`config.mk`:
```
export PLATFORM = sky130hd
export DESIGN_NAME = r2sdf_butterfly
export DESIGN_NICKNAME = d
export VERILOG_FILES = /design/src/rtl/r2sdf_butterfly_pkg.sv /design/src/rtl/r2sdf_ctrl.sv /design/src/rtl/r2sdf_butterfly.sv
export SDC_FILE = /design/constraint.sdc
export NUM_CORES = 1
export LEC_CHECK = 0
export CAP_MARGIN = 20
export CORE_ASPECT_RATIO = 0.8
export CORE_MARGIN = 10
export CORE_UTILIZATION = 25
export CTS_CLUSTER_SIZE = 10
export DETAILED_ROUTE_END_ITERATION = 7
export MAX_ROUTING_LAYER = met4
export PLACE_DENSITY = 0.46
export SYNTH_ARGS = -nofsm -noshare
export SYNTH_HDL_FRONTEND = slang
export SYNTH_SLANG_ARGS = --single-unit
export TNS_END_PERCENT = 20
```
`constraint.sdc`:
```
create_clock -name clk -period 4.01 [get_ports clk]
set_clock_uncertainty 0.05 [all_clocks]
set_input_delay 0.802 -clock clk [delete_from_list [all_inputs] [get_ports clk]]
set_output_delay 0.802 -clock clk [all_outputs]
set_load 0.1 [all_outputs]
```
`src/rtl/r2sdf_butterfly_pkg.sv`:
```
// Shared definitions for the FFT butterfly stages: sample width, saturation
// limits, control state encoding and the 20-to-19-bit saturating helper.
package r2sdf_butterfly_pkg;

    localparam int DW      = 19;
    localparam int SAT_MAX = 262143;
    localparam int SAT_MIN = -262144;

    typedef enum logic [1:0] {
        ST_IDLE = 2'd0,
        ST_FILL = 2'd1,
        ST_RUN  = 2'd2
    } state_t;

    // Clamp a 20-bit signed intermediate back into the 19-bit sample range.
    function automatic logic [DW-1:0] sat19(input logic signed [DW:0] v);
        if (int'(v) > SAT_MAX) begin
            return DW'(SAT_MAX);
        end else if (int'(v) < SAT_MIN) begin
            return DW'(SAT_MIN);
        end else begin
            return v[DW-1:0];
        end
    endfunction

endpackage

```
`src/rtl/r2sdf_ctrl.sv`:
```
// R2SDF stage control: phase counter, IDLE/FILL/RUN state machine and the
// out_start / out_valid stream markers.
module r2sdf_ctrl
    import r2sdf_butterfly_pkg::*;
#(
    parameter int DELAY = 2,
    parameter int CW    = 2
) (
    input  logic          clk,
    input  logic          rst,
    input  logic          in_start,
    output logic [CW-1:0] phase,
    output logic          active,
    output logic          out_valid,
    output logic          out_start
);

    state_t        state, state_nxt;
    logic [CW-1:0] cnt, cnt_nxt;
    logic          mark;

    always_ff @(posedge clk or negedge rst) begin
        if (!rst) begin
            state     <= ST_IDLE;
            cnt       <= '0;
            out_valid <= 1'b0;
            out_start <= 1'b0;
        end else begin
            state     <= state_nxt;
            cnt       <= cnt_nxt;
            out_start <= mark;
            out_valid <= out_valid | mark;
        end
    end

    // The in_start cycle out of IDLE is already processed as phase 0, so the
    // counter advances in that cycle as well.
    always_comb begin
        phase     = in_start ? '0 : cnt;
        active    = (state != ST_IDLE) || in_start;
        mark      = (state != ST_IDLE) && (phase == CW'(DELAY));
        cnt_nxt   = cnt;
        state_nxt = state;
        if (active) begin
            cnt_nxt = phase + 1'b1;
        end
        case (state)
            ST_IDLE: if (in_start) state_nxt = ST_FILL;
            ST_FILL: if (phase == CW'(DELAY)) state_nxt = ST_RUN;
            ST_RUN:  state_nxt = ST_RUN;
            default: state_nxt = ST_IDLE;
        endcase
    end

endmodule

```
`src/rtl/r2sdf_butterfly.sv`:
```
// Radix-2 single-path delay-feedback butterfly stage; drives and reads an
// external feedback delay line of length DELAY.
module r2sdf_butterfly
    import r2sdf_butterfly_pkg::*;
#(
    parameter int DELAY = 2
) (
    input  logic          clk,
    input  logic          rst,
    input  logic          in_start,
    input  logic [DW-1:0] in_r,
    input  logic [DW-1:0] in_i,
    input  logic [DW-1:0] sr_r,
    input  logic [DW-1:0] sr_i,
    output logic [DW-1:0] fb_r,
    output logic [DW-1:0] fb_i,
    output logic [DW-1:0] out_r,
    output logic [DW-1:0] out_i,
    output logic          out_valid,
    output logic          out_start
);

    localparam int CW = (DELAY < 1) ? 1 : $clog2(2 * DELAY);

    logic [CW-1:0]        phase;
    logic                 active;
    logic                 second_half;
    logic signed [DW:0]   sum_r, sum_i, dif_r, dif_i;
    logic [DW-1:0]        out_r_nxt, out_i_nxt;

    r2sdf_ctrl #(
        .DELAY (DELAY),
        .CW    (CW)
    ) u_ctrl (
        .clk       (clk),
        .rst       (rst),
        .in_start  (in_start),
        .phase     (phase),
        .active    (active),
        .out_valid (out_valid),
        .out_start (out_start)
    );

    // Sums and differences are formed with one guard bit, then clamped.
    always_comb begin
        second_half = (phase >= CW'(DELAY));
        sum_r = $signed({sr_r[DW-1], sr_r}) + $signed({in_r[DW-1], in_r});
        sum_i = $signed({sr_i[DW-1], sr_i}) + $signed({in_i[DW-1], in_i});
        dif_r = $signed({sr_r[DW-1], sr_r}) - $signed({in_r[DW-1], in_r});
        dif_i = $signed({sr_i[DW-1], sr_i}) - $signed({in_i[DW-1], in_i});

        fb_r      = in_r;
        fb_i      = in_i;
        out_r_nxt = '0;
        out_i_nxt = '0;
        if (active) begin
            if (second_half) begin
                fb_r      = sat19(dif_r);
                fb_i      = sat19(dif_i);
                out_r_nxt = sat19(sum_r);
                out_i_nxt = sat19(sum_i);
            end else begin
                out_r_nxt = sr_r;
                out_i_nxt = sr_i;
            end
        end
    end

    always_ff @(posedge clk or negedge rst) begin
        if (!rst) begin
            out_r <= '0;
            out_i <= '0;
        end else begin
            out_r <= out_r_nxt;
            out_i <= out_i_nxt;
        end
    end

endmodule
```
==> results of run 1 <==
-- layer usage --
| metal | wire (microns) | vias up | part of all wire [%] |
|---|---|---|---|
| met2 | 13600 | 212 | 44 |
| met1 | 15700 | 3934 | 51 |
| met5 | 0 | - | 0 |
| met4 | 34 | 0 | 0.11 |
| met3 | 1540 | 6 | 5.0 |
| li1 | - | 4121 | - |
-- timing repair --
action,CTS,global route
setup buffers,27,15
cloned,2,1
resized for setup,146,93
setup endpoints to repair,67,61
pin swaps,59,47
-- synthesized netlist by cell type, drive strengths merged (5+ instances only) --
cell type and n:
o21a 10, a31oi 10, clkbuf 44, mux2 6, nand2b 19, o22ai 28
inv 80, a2111oi 5, o221a 12, ha 79, a311oi 5, a211oi 9
a21oi 103, xor2 8, dfrtp 44, o211ai 7, o21bai 8, buf 9
or3 8, and3 10, a21o 13, nor2b 18, nand3 15, nor4 7
or2 5, xnor2 45, o21ai 79, nand2 34, nor2 54, a22o 6
nor3 27, maj3 19
-- area by class of cell --
class	count	area (sq um)
Clock buffer	5	125
Clock inverter	3	42.5
Fill cell	2553	13200
Inverter	83	330
Multi-Input combinational cell	711	6460
Sequential cell	44	1100
Tap cell	357	447
Timing Repair Buffer	486	4680
-- worst max-delay path: stages --
cell and delay (ns):
buf_12 0.11, inv_12 0.04, ha_4 0.12, inv_2 0.03, fa_2 0.34, a211oi_2 0.23
o21a_2 0.22, o21ai_4 0.09, a2111oi_4 0.43, nor3_4 0.07, buf_6 0.14, xor2_4 0.23
buf_6 0.17, o21ai_4 0.06, buf_6 0.16, o21ai_4 0.17, buf_12 0.19
-- sequential cells by signal, summed over array words and instances (netlist names) --
name,flops
out_i,19
out_r,19
u_ctrl.state,2
u_ctrl.out_valid,1
u_ctrl.cnt,2
u_ctrl.out_start,1
-- cell families after synthesis --
logic type,after synthesis,share of synthesized area (%)
compound gates,334,32.4
simple gates,213,16.2
buf+inv,136,7.94
fa+ha+maj,102,18.8
xor+xnor,53,6.90
flops,44,16.4
mux,9,1.45
-- power groups by stage --
stage	Combinational [mW]	Sequential (mW)	Clock, mW
2_1_floorplan	2.43	1.83	0
3_3_place_gp	5.42	0.708	0
4_1_cts	5.68	0.698	0.514
6_report	5.77	0.696	0.494
3_5_place_dp	5.43	0.703	0
5_1_grt	6.03	0.710	0.530
-- worst min path at each step --
stage / from / end / depth (start not counted)
2_1_floorplan: u_ctrl.state[1]$_DFFE_PN0P_ / u_ctrl.state[1]$_DFFE_PN0P_ / 1
3_3_place_gp: u_ctrl.out_valid$_DFF_PN0_ / u_ctrl.out_valid$_DFF_PN0_ / 1
3_5_place_dp: u_ctrl.out_valid$_DFF_PN0_ / u_ctrl.out_valid$_DFF_PN0_ / 1
4_1_cts: u_ctrl.out_valid$_DFF_PN0_ / u_ctrl.out_valid$_DFF_PN0_ / 1
5_1_grt: u_ctrl.out_valid$_DFF_PN0_ / u_ctrl.out_valid$_DFF_PN0_ / 1
6_report: u_ctrl.out_valid$_DFF_PN0_ / u_ctrl.out_valid$_DFF_PN0_ / 1
==> flow_summary.json, run 1 <==
{
  "fp.coreArea_sq_mm": 0.0264,
  "final_common_cell": "buf_4",
  "critPathKind": "input pin to output port",
  "p_sw_share_pct": 57.4,
  "route.detailed.drc": 0,
  "drive_gt1_share_pct": 43.4,
  "pre_cts_slack_ns": -0.963,
  "hold_viol": 0,
  "wire_per_inst_microns": 18.3,
  "cp-end-kind": "output port",
  "p_seq_share_pct": 10.0,
  "hold_path_class": "register to register",
  "synth_edf_count": 0,
  "fin_area_sq_mm": 0.0132,
  "status": "complete, but fails checks",
  "io_pins": 157,
  "finalNonFillerCells": 1689,
  "final.min_clock_period_ns": 4.48,
  "report.final.slew_viol_count": 0,
  "leakagePower_nw": 5.87,
  "rsz0062_at_grt": "true",
  "grt_max_degree": 51,
  "antenna_found_initial": 0,
  "critPathRequiredTime_ns": 3.16,
  "worstSetupEndpoint": "fb_r[0]",
  "clock.fmax_mhz": 223,
  "cts.clk_slew.worst_paths_ns": 0.08,
  "grt_pass1_wl_microns": 47600,
  "power.internal_mw": 2.96,
  "drt_iter0_drc": 519,
  "crit_path_max_fanout": 4,
  "yosys_register_bits": 44,
  "syn_avg_cell_area_sq_um": 7.55,
  "drtAntennaViolNets": 0,
  "grt.met3_usage_pct": 2.70,
  "detail_route.vias_per_cell": 4.90,
  "critPathArrivalTime_ns": 3.63,
  "pwr-share-comb_pct": 82.9,
  "grt_overflow_total": 0,
  "die_h_microns": 167,
  "cts.sinks": 44,
  "wl_microns": 30900,
  "synth_area_leader_cell": "dfrtp_1",
  "power.density_mw_per_mm2": 528,
  "ys_top_cells_by_area": "dfrtp_1 16%, ha_1 15%, a21oi_1 7.4%, xnor2_1 5.9%, o21ai_0 4.8%",
  "vias": 8273,
  "use_met1_pct": 26.0,
  "cap_violations": 0,
  "ys_async_sr_fraction_pct": 100,
  "netlist_instances": 891,
  "dp_hpwl_microns": 24500,
  "p_clk_share_pct": 7.1,
  "cp-startpoint": "sr_r[0]",
  "final_util_pct": 50.0,
  "rr_startpoint": "u_ctrl.cnt[1]$_DFFE_PN0N_",
  "violations": "negative setup slack",
  "ir_worst_vdd_mv": 0.442,
  "first_pass_iters": 5,
  "place_congestion": 0.921,
  "die_x_microns": 203,
  "synthFlopType": "dfrtp_1",
  "h-tree-depth": 2,
  "r2r_cells": 7,
  "power_mw": 6.96,
  "placed_cells": 1640,
  "ys_types": 81,
  "layout_common_cells": "301 x buf_4, 82 x a21oi_1, 69 x clkdlybuf4s50_1",
  "place_area_sq_mm": 0.0119,
  "whs_ns": 0.428,
  "fin_tns_setup_ns": -13.17,
  "ctsHoldBuffers": 0,
  "area.growth.synth_to_final_pct": 96.0,
  "tightest_slew_ns": 1.06,
  "io_buffers": 156,
  "n_antenna_cell": 0,
  "reg2reg_slack_ns": 1.91,
  "clock_latency_ns": 0.29,
  "ys_seq_area_share_pct": 16.4,
  "cts-buffers-inserted": 5,
  "cts_max_path_buffers": 2,
  "synth_top_area_share_pct": 16.4,
  "busiest_layer": "met2",
  "p_sw_mw": 4.00,
  "met2_usage_pct": 27.0,
  "cts_tree": "yes",
  "setup_viol": 37,
  "start_kind": "input pin",
  "rows": 53,
  "fin_nets": 1493,
  "period_share_pct": 112,
  "dieArea_sq_mm": 0.0339,
  "grtUsageTotal_pct": 18.0,
  "initial_core_util_pct": 25.5,
  "yosys_warnings": 0,
  "syn_area_sq_mm": 0.00673,
  "synth_nets": 1053,
  "maxSlewHeadroom_pct": 28.9,
  "grt_pass1_vias": 8135,
  "layout_setup_ws_ns": -0.468,
  "r2r_end": "u_ctrl.state[1]$_DFFE_PN0P_",
  "cts_root_buffer": "clkbuf_16"
}
No activity file was read; power rests on OpenSTA's default activity.
==> run 2, diff against run 1 <==
--- a/config.mk
+++ b/config.mk
@@ -13,6 +13,7 @@
 export DETAILED_ROUTE_END_ITERATION = 7
 export MAX_ROUTING_LAYER = met4
 export PLACE_DENSITY = 0.46
+export SKIP_LAST_GASP = 1
 export SYNTH_ARGS = -nofsm -noshare
 export SYNTH_HDL_FRONTEND = slang
 export SYNTH_SLANG_ARGS = --single-unit
==> flow_summary.json, run 2 (synthesis results as in run 1) <==
{
  "setup_viol": 48,
  "crit_path_max_fanout": 4,
  "reg_top3": "out_i (19), out_r (19)",
  "drive_gt1_share_pct": 43.6,
  "grt_overflow_total": 0,
  "final_common_cell": "buf_4",
  "met3_length_microns": 1590,
  "cts-buffers-inserted": 5,
  "start_kind": "input pin",
  "cp-end-kind": "output port",
  "layout_setup_ws_ns": -0.505,
  "rows": 53,
  "ctsHoldBuffers": 0,
  "clock_latency_ns": 0.30,
  "critPathRequiredTime_ns": 3.16,
  "slowest_stage": "a2111oi_4",
  "die_x_microns": 203,
  "top_layer_used": "met4",
  "clock.fmax_mhz": 221,
  "path_buf_inv": 7,
  "hold_path_class": "register to register",
  "hold_start": "u_ctrl.out_valid$_DFF_PN0_",
  "fin_tns_setup_ns": -14.01,
  "initial_core_util_pct": 25.5,
  "min_path_cells": 1,
  "report.final.slew_viol_count": 0,
  "crit_path_max_incr_delay_ns": 0.43,
  "critPathArrivalTime_ns": 3.66,
  "detail_route.vias_per_cell": 4.88,
  "r2r_end": "u_ctrl.state[1]$_DFFE_PN0P_",
  "dieArea_sq_mm": 0.0339,
  "status": "complete, but fails checks",
  "hold_viol": 0,
  "die_h_microns": 167,
  "critPathKind": "input pin to output port",
  "cts_max_path_buffers": 2,
  "path_delay_family": "buffers and inverters",
  "maxSlewHeadroom_pct": 29.0,
  "place_congestion": 0.921,
  "critical_path.cell_chain": "dlygate4sd2_1 > inv_1 > ha_4 > buf_4 > a221oi_4 > o21ai_4 > a2111oi_4 > nor3_4 > buf_6 > xor2_4 > buf_6 > o21ai_4 > buf_6 > o21ai_4 > buf_12",
  "first_pass_iters": 5,
  "power.density_mw_per_mm2": 526,
  "grt_pass1_wl_microns": 47400,
  "final.min_clock_period_ns": 4.51,
  "cts_root_buffer": "clkbuf_16",
  "rsz0062_at_grt": "true",
  "wl_met2_microns": 13500,
  "layout_common_cells": "305 x buf_4, 85 x a21oi_1, 69 x clkdlybuf4s50_1",
  "dp_hpwl_microns": 24500,
  "period_share_pct": 113,
  "grtUsageTotal_pct": 17.9,
  "r2r_cells": 7,
  "fin_nets": 1493,
  "cap_violations": 0,
  "drtAntennaViolNets": 0,
  "io_buffers": 156,
  "io_pins": 157,
  "tightest_slew_ns": 1.06,
  "holdPathEnd": "u_ctrl.out_valid$_DFF_PN0_",
  "cts.sinks": 44,
  "ir_worst_vdd_mv": 0.450,
  "area.growth.synth_to_final_pct": 95.6,
  "reg2reg_slack_ns": 1.91,
  "leakagePower_nw": 5.89,
  "finalNonFillerCells": 1689,
  "antenna_found_initial": 0,
  "vias": 8240,
  "wl_microns": 30800,
  "wire_per_inst_microns": 18.2,
  "cts.clk_slew.worst_paths_ns": 0.08,
  "cts_tree": "yes",
  "placed_cells": 1640,
  "wl_met1_microns": 15700,
  "grt_max_degree": 51,
  "fp.coreArea_sq_mm": 0.0264,
  "n_antenna_cell": 0,
  "grt_pass1_vias": 8099,
  "violations": "negative setup slack",
  "drt_iter0_drc": 528,
  "rr_startpoint": "u_ctrl.cnt[1]$_DFFE_PN0N_",
  "h-tree-depth": 2,
  "route.detailed.drc": 0
}
run 2: report_power, final:
part           internal (mW)  switching (mW)
Sequential             0.617          0.0790
Clock                  0.294           0.203
Combinational           2.03            3.70
run 2: repair_timing:
item | CTS | global route
cloned | 2 | 1
pin swaps | 53 | 48
gates resized for setup | 125 | 109
buffers inserted | 27 | 15
setup endpoints to repair | 67 | 72
run 2: metrics by stage:
stage | total power [mW] | area (sq um) | hold slack, ns | setup slack (ns) | util, %
CTS | 6.87 | 12700 | 0.426 | -0.497 | 48.1
floorplan | 4.26 | 7510 | 0.431 | -0.369 | -
finish | 6.93 | 13200 | 0.428 | -0.505 | 49.9
global route | 7.24 | 13200 | 0.467 | -0.593 | 49.9
detailed placement | 6.13 | 11900 | 0.407 | -0.963 | 44.9
global placement | 6.13 | 11900 | 0.409 | -0.905 | 44.9
run 2: area by class of cell:
cell class / count / area (sq um)
fill: 2542 / 13200
multi-input combinational: 711 / 6450
timing repair buffer: 486 / 4670
sequential: 44 / 1100
tap: 357 / 447
inverter: 83 / 330
clock buffer: 5 / 125
clock inverter: 3 / 42.5
run 2: how the worst max path moves through the flow:
| stage | from | to | slack (ns) | depth (start not counted) |
|---|---|---|---|---|
| finish | in_r[10] | fb_r[0] | -0.50 | 15 |
| global route | sr_r[0] | fb_r[0] | -0.59 | 17 |
| floorplan | sr_r[0] | fb_r[12] | -0.37 | 13 |
| global placement | sr_r[0] | fb_r[13] | -0.90 | 15 |
| detailed placement | sr_r[0] | fb_r[13] | -0.96 | 15 |
| CTS | sr_r[0] | fb_r[0] | -0.50 | 18 |
run 2: layer usage:
metal	track usage [%]	vias up
li1	-	4124
met1	26.0	3919
met2	26.8	193
met3	2.70	4
met4	0.615	0
met5	-	-
